===== src/rtl/rsync_wlevel.sv =====
// rsync_wlevel: write-domain read-pointer synchronizer and fill-level/status generator.
//
// Brings the Gray-coded read pointer from the rclk domain into wclk and
// converts it to binary. It then compares that pointer with the write
// controller's next binary pointer to produce a registered level, full,
// almost-full and a sticky overflow flag.
//
// Optional build macro:
//   RSYNC_3STAGE_EN  defined   -> 3-flop synchronizer (read path +1 cycle)
//                    undefined -> 2-flop synchronizer
//
// Ports:
//   wclk          in   write clock, rising edge
//   wrst_n        in   asynchronous active-low reset
//   rptr_g        in   read pointer, Gray, from rclk domain (ADDW+1 bits)
//   wbnext        in   next binary write pointer (ADDW+1 bits)
//   wren          in   write request this cycle (overflow detection)
//   wovf_clr      in   synchronous clear of wovf
//   rbin_w        out  synchronized read pointer, binary
//   wlevel        out  registered fill level, 0..DEPTH
//   wfull         out  registered, wlevel == DEPTH
//   walmost_full  out  registered, wlevel >= AF_THRESH
//   wovf          out  sticky, write attempted while full
module rsync_wlevel #(
    parameter int ADDW      = 4,
    parameter int AF_THRESH = 14
) (
    input  logic          wclk,
    input  logic          wrst_n,
    input  logic [ADDW:0] rptr_g,
    input  logic [ADDW:0] wbnext,
    input  logic          wren,
    input  logic          wovf_clr,
    output logic [ADDW:0] rbin_w,
    output logic [ADDW:0] wlevel,
    output logic          wfull,
    output logic          walmost_full,
    output logic          wovf
);
`ifdef RSYNC_3STAGE_EN
    localparam int NSYNC = 3;
`else
    localparam int NSYNC = 2;
`endif
    localparam logic [ADDW:0] DEPTH_P = {1'b1, {ADDW{1'b0}}};
    localparam logic [ADDW:0] AF_P    = AF_THRESH[ADDW:0];

    logic [ADDW:0] sync_q [NSYNC];
    logic [ADDW:0] sync_d [NSYNC];
    logic [ADDW:0] rbin_q, rbin_d;
    logic [ADDW:0] wlevel_q, wlevel_d;
    logic          wfull_q, wfull_d;
    logic          waf_q, waf_d;
    logic          wovf_q, wovf_d;
    logic [ADDW:0] diff;

    always_comb begin
        sync_d[0] = rptr_g;
        for (int i = 1; i < NSYNC; i++) sync_d[i] = sync_q[i-1];
        // Binary bit i is the XOR of all Gray bits at or above i.
        for (int i = 0; i <= ADDW; i++) rbin_d[i] = ^(sync_q[NSYNC-1] >> i);
        // Modulo subtraction keeps the level correct across pointer wrap.
        diff     = wbnext - rbin_q;
        wlevel_d = diff;
        wfull_d  = diff == DEPTH_P;
        waf_d    = diff >= AF_P;
        // Set wins over a simultaneous clear.
        wovf_d   = (wren && wfull_q) ? 1'b1 : wovf_clr ? 1'b0 : wovf_q;
    end

    always_ff @(posedge wclk or negedge wrst_n) begin
        if (!wrst_n) begin
            for (int i = 0; i < NSYNC; i++) sync_q[i] <= '0;
            rbin_q   <= '0;
            wlevel_q <= '0;
            wfull_q  <= 1'b0;
            waf_q    <= 1'b0;
            wovf_q   <= 1'b0;
        end else begin
            for (int i = 0; i < NSYNC; i++) sync_q[i] <= sync_d[i];
            rbin_q   <= rbin_d;
            wlevel_q <= wlevel_d;
            wfull_q  <= wfull_d;
            waf_q    <= waf_d;
            wovf_q   <= wovf_d;
        end
    end

    assign rbin_w       = rbin_q;
    assign wlevel       = wlevel_q;
    assign wfull        = wfull_q;
    assign walmost_full = waf_q;
    assign wovf         = wovf_q;
endmodule

===== config.mk =====
export PLATFORM = sky130hd
export DESIGN_NAME = rsync_wlevel
export DESIGN_NICKNAME = d
export VERILOG_FILES = /design/src/rtl/rsync_wlevel.sv
export SDC_FILE = /design/constraint.sdc
export NUM_CORES = 1
export LEC_CHECK = 0
export CAP_MARGIN = 20
export CELL_PAD_IN_SITES_DETAIL_PLACEMENT = 1
export CELL_PAD_IN_SITES_GLOBAL_PLACEMENT = 1
export CORE_ASPECT_RATIO = 1.4
export CORE_MARGIN = 2
export CORE_UTILIZATION = 31
export DETAILED_ROUTE_END_ITERATION = 16
export PLACE_DENSITY = 0.7
export SKIP_CTS_REPAIR_TIMING = 1
export SYNTH_ARGS = -nofsm -noshare
export SYNTH_HDL_FRONTEND = slang
export SYNTH_SLANG_ARGS = --single-unit

===== constraint.sdc =====
create_clock -name wclk -period 1.6 [get_ports wclk]
set_clock_uncertainty 0.05 [all_clocks]
set_input_delay 0.16 -clock wclk [delete_from_list [all_inputs] [get_ports wclk]]
set_output_delay 0.16 -clock wclk [all_outputs]
set_load 0.01 [all_outputs]

==> impl_metrics.yaml <==
timing:
  slew_headroom_pct: 81.0
  period_minus_slack_ns: 1.76
  rsz0062_at_grt: "true"
  final.setup.tns_ns: -0.414
  fmax_mhz: 568
  final_max_slew_viol_count: 0
  tightestPinTransition_ns: 0.282
  min_period_over_period_pct: 110
  fin_ws_ns: -0.162
  finalSetupViolations: 4
  hold_viol: 0
detailed_routing:
  num_vias: 538
  drt-total-wl_um: 1560
  drt_iter0_markers: 0
  wl_per_cell_um: 12.5
  ant_nets: 0
  dr.pass1.iters: 1
  via_per_inst: 4.30
  drc: 0
place:
  hpwl_um: 1220
  dp_slack_ns: -0.449
  place_congestion: 0.783
  placed_area_mm2: 0.00115
  io_buffers: 26
synth:
  synth_nets: 72
  yosysMostFrequentCell: "dfrtp_1"
  synth-seq-cells: 23
  synth_edf_count: 0
  synth_area_um2: 800
  synth_flop_cell: "dfrtp_1"
  yosys.area.top_type: "dfrtp_1"
  ys_async_sr_fraction_pct: 100
  synth_xor_area_share_pct: 8.76
  synthTopCellsByCount: "dfrtp_1, inv_1, xor2_1, ha_1"
  yosys.area.top_type_share_pct: 72.0
  avgSynthCellArea_um2: 15.1
  synth_cell_type_count: 13
  synth_compound_area_share_pct: 4.54
  seq_area_frac_synth_pct: 72.0
  synth-simple-area-share_pct: 2.66
  yosys_warnings: 0
  synth_top_family_by_area: "adder cells"
  synthMuxAreaShare_pct: 0
  synthTopCellsByArea: "dfrtp_1, xor2_1, ha_1"
  synth_fa_ha_area_share_pct: 8.76
  synth_cells: 53
floorplan:
  initial_core_util_pct: 33.1
  fp.dieW_um: 46.9
  io_pins: 27
  die-height_um: 64.1
  coreArea_mm2: 0.00242
  fp-row-count: 21
  die_area_mm2: 0.00301
setup_path:
  cp-start-kind: "flop"
  crit_required_ns: 1.76
  r2r_cells: 7
  path_max_fanout: 3
  worstPathCellList: "ha_2 > inv_2 > fa_2 > a21o_1 > a21oi_2 > xnor2_2 > a31o_2"
  rr_endpoint: "walmost_full"
  cp_slowest_cell: "dfrtp_1"
  worst-setup-path-type: "reg -> reg"
  ff2ff_setup_slack_ns: -0.16
  worstPathArrival_ns: 1.92
  r2r-start: "rbin_w[0]"
  crit_path_end_kind: "flop"
  max_stage_delay_ns: 0.37
power_and_ir_drop:
  cellLeakagePower_nw: 0.558
  powerDensity_mw_per_mm2: 1230
  peakVddDrop_v: 0.000490
  power_mw: 1.49
global_routing:
  antenna_found_initial: 0
  grt_use_total_pct: 11.8
  grt_max_degree: 24
  overflow: 0
  grt_pass1_wl_um: 2420
  grt_pass1_vias: 597
cts:
  cts_buffers: 3
  h-tree-depth: 1
  cts.clk_slew.worst_paths_ns: 0.12
  clock-root-buffer: "clkbuf_4"
  clockBufferDepth: 2
  clk_latency_ns: 0.31
  cts_tree: "done"
  cts_sinks: 23
cells_and_area:
  area_growth_pct: 51.6
  design_area_mm2: 0.00121
  ff_latch_area_um2: 576
  nNetsFinal: 111
  multi_input_area_um2: 219
  n_antenna_cell: 0
  fill_cells: 259
  drive_gt1_share_pct: 19.8
status:
  violations: "negative setup slack"
  outcome: "finished, violations left"
worst_hold_path:
  hp-class: "in -> async"
flow_run:
  drv_cap: 0
-- routing by layer --
metal | up-vias | routed length, um | track usage, %
li1 | 241 | - | -
met5 | - | 0 | 0
met3 | 3 | 93 | 1.98
met4 | 0 | 36 | 6.25
met2 | 23 | 918 | 22.4
met1 | 271 | 514 | 10.8
-- worst max path at each step --
stage,start,to,slack (ns),depth (start not counted)
after detailed placement,wbnext[0],wfull,-0.45,9
after global routing,rbin_w[0],wfull,-0.25,7
after global placement,wbnext[0],walmost_full,-0.40,9
after CTS,rbin_w[0],wfull,-0.19,7
after floorplan,rbin_w[0],walmost_full,-0.10,7
final,rbin_w[0],walmost_full,-0.16,7
-- critical path: cells and delay by family (launching register included) --
family	cells	cell delay, ns
DFF	1	0.37
AOI/OAI and AO/OA	3	0.58
adders and majority gates	2	0.52
buffers and inverters	1	0.04
xor gates and xnor gates	1	0.10
-- sequential cells by signal (all words and copies together), names as in the netlist --
name / flops
walmost_full: 1
wfull: 1
sync_d: 5
sync_q: 5
wlevel: 5
wovf: 1
rbin_w: 5
-- cell type report --
class | count | share of cell area [%]
timing repair buffer | 34 | 26.6
multi-input combinational | 23 | 18.1
clock buffer | 4 | 2.17
tap | 34 | 3.51
inverter | 7 | 2.17
sequential | 23 | 47.5
-- report_power, final --
part / total, mW / internal, mW / switching, mW
registers: 0.713 / 0.675 / 0.0372
clock network: 0.263 / 0.0974 / 0.166
logic: 0.515 / 0.310 / 0.205
-- cells by family (layout without fill, tap and decap cells) --
logic type / Yosys count / in the layout
AND/OR/NAND/NOR: 4 / 4
buffers and inverters: 7 / 45
adder cells (fa/ha/maj): 5 / 5
flip-flops: 23 / 23
AO/OA/AOI/OAI: 6 / 6
XOR/XNOR: 8 / 8
-- cells in the final DEF, fill, tap and decap left out, types with 2 or more instances in the layout --
| cell type | Yosys | layout |
|---|---|---|
| inv_1 | 7 | 6 |
| o21ai_0 | 2 | 2 |
| clkbuf_4 | 0 | 3 |
| ha_1 | 4 | 3 |
| xor2_1 | 6 | 6 |
| dfrtp_1 | 23 | 23 |
| nand2_1 | 2 | 2 |
| buf_4 | 0 | 8 |
| clkdlybuf4s50_1 | 0 | 25 |
-- metrics by stage --
step	utilization (%)	cells	hold WS, ns
finish	50.2	125	0.137
global route	50.2	125	0.145
CTS	48.8	122	0.143
detailed placement	47.7	118	0.289
global placement	47.7	118	0.285
floorplan	-	53	-0.186
No activity file was read; power rests on OpenSTA's default activity.
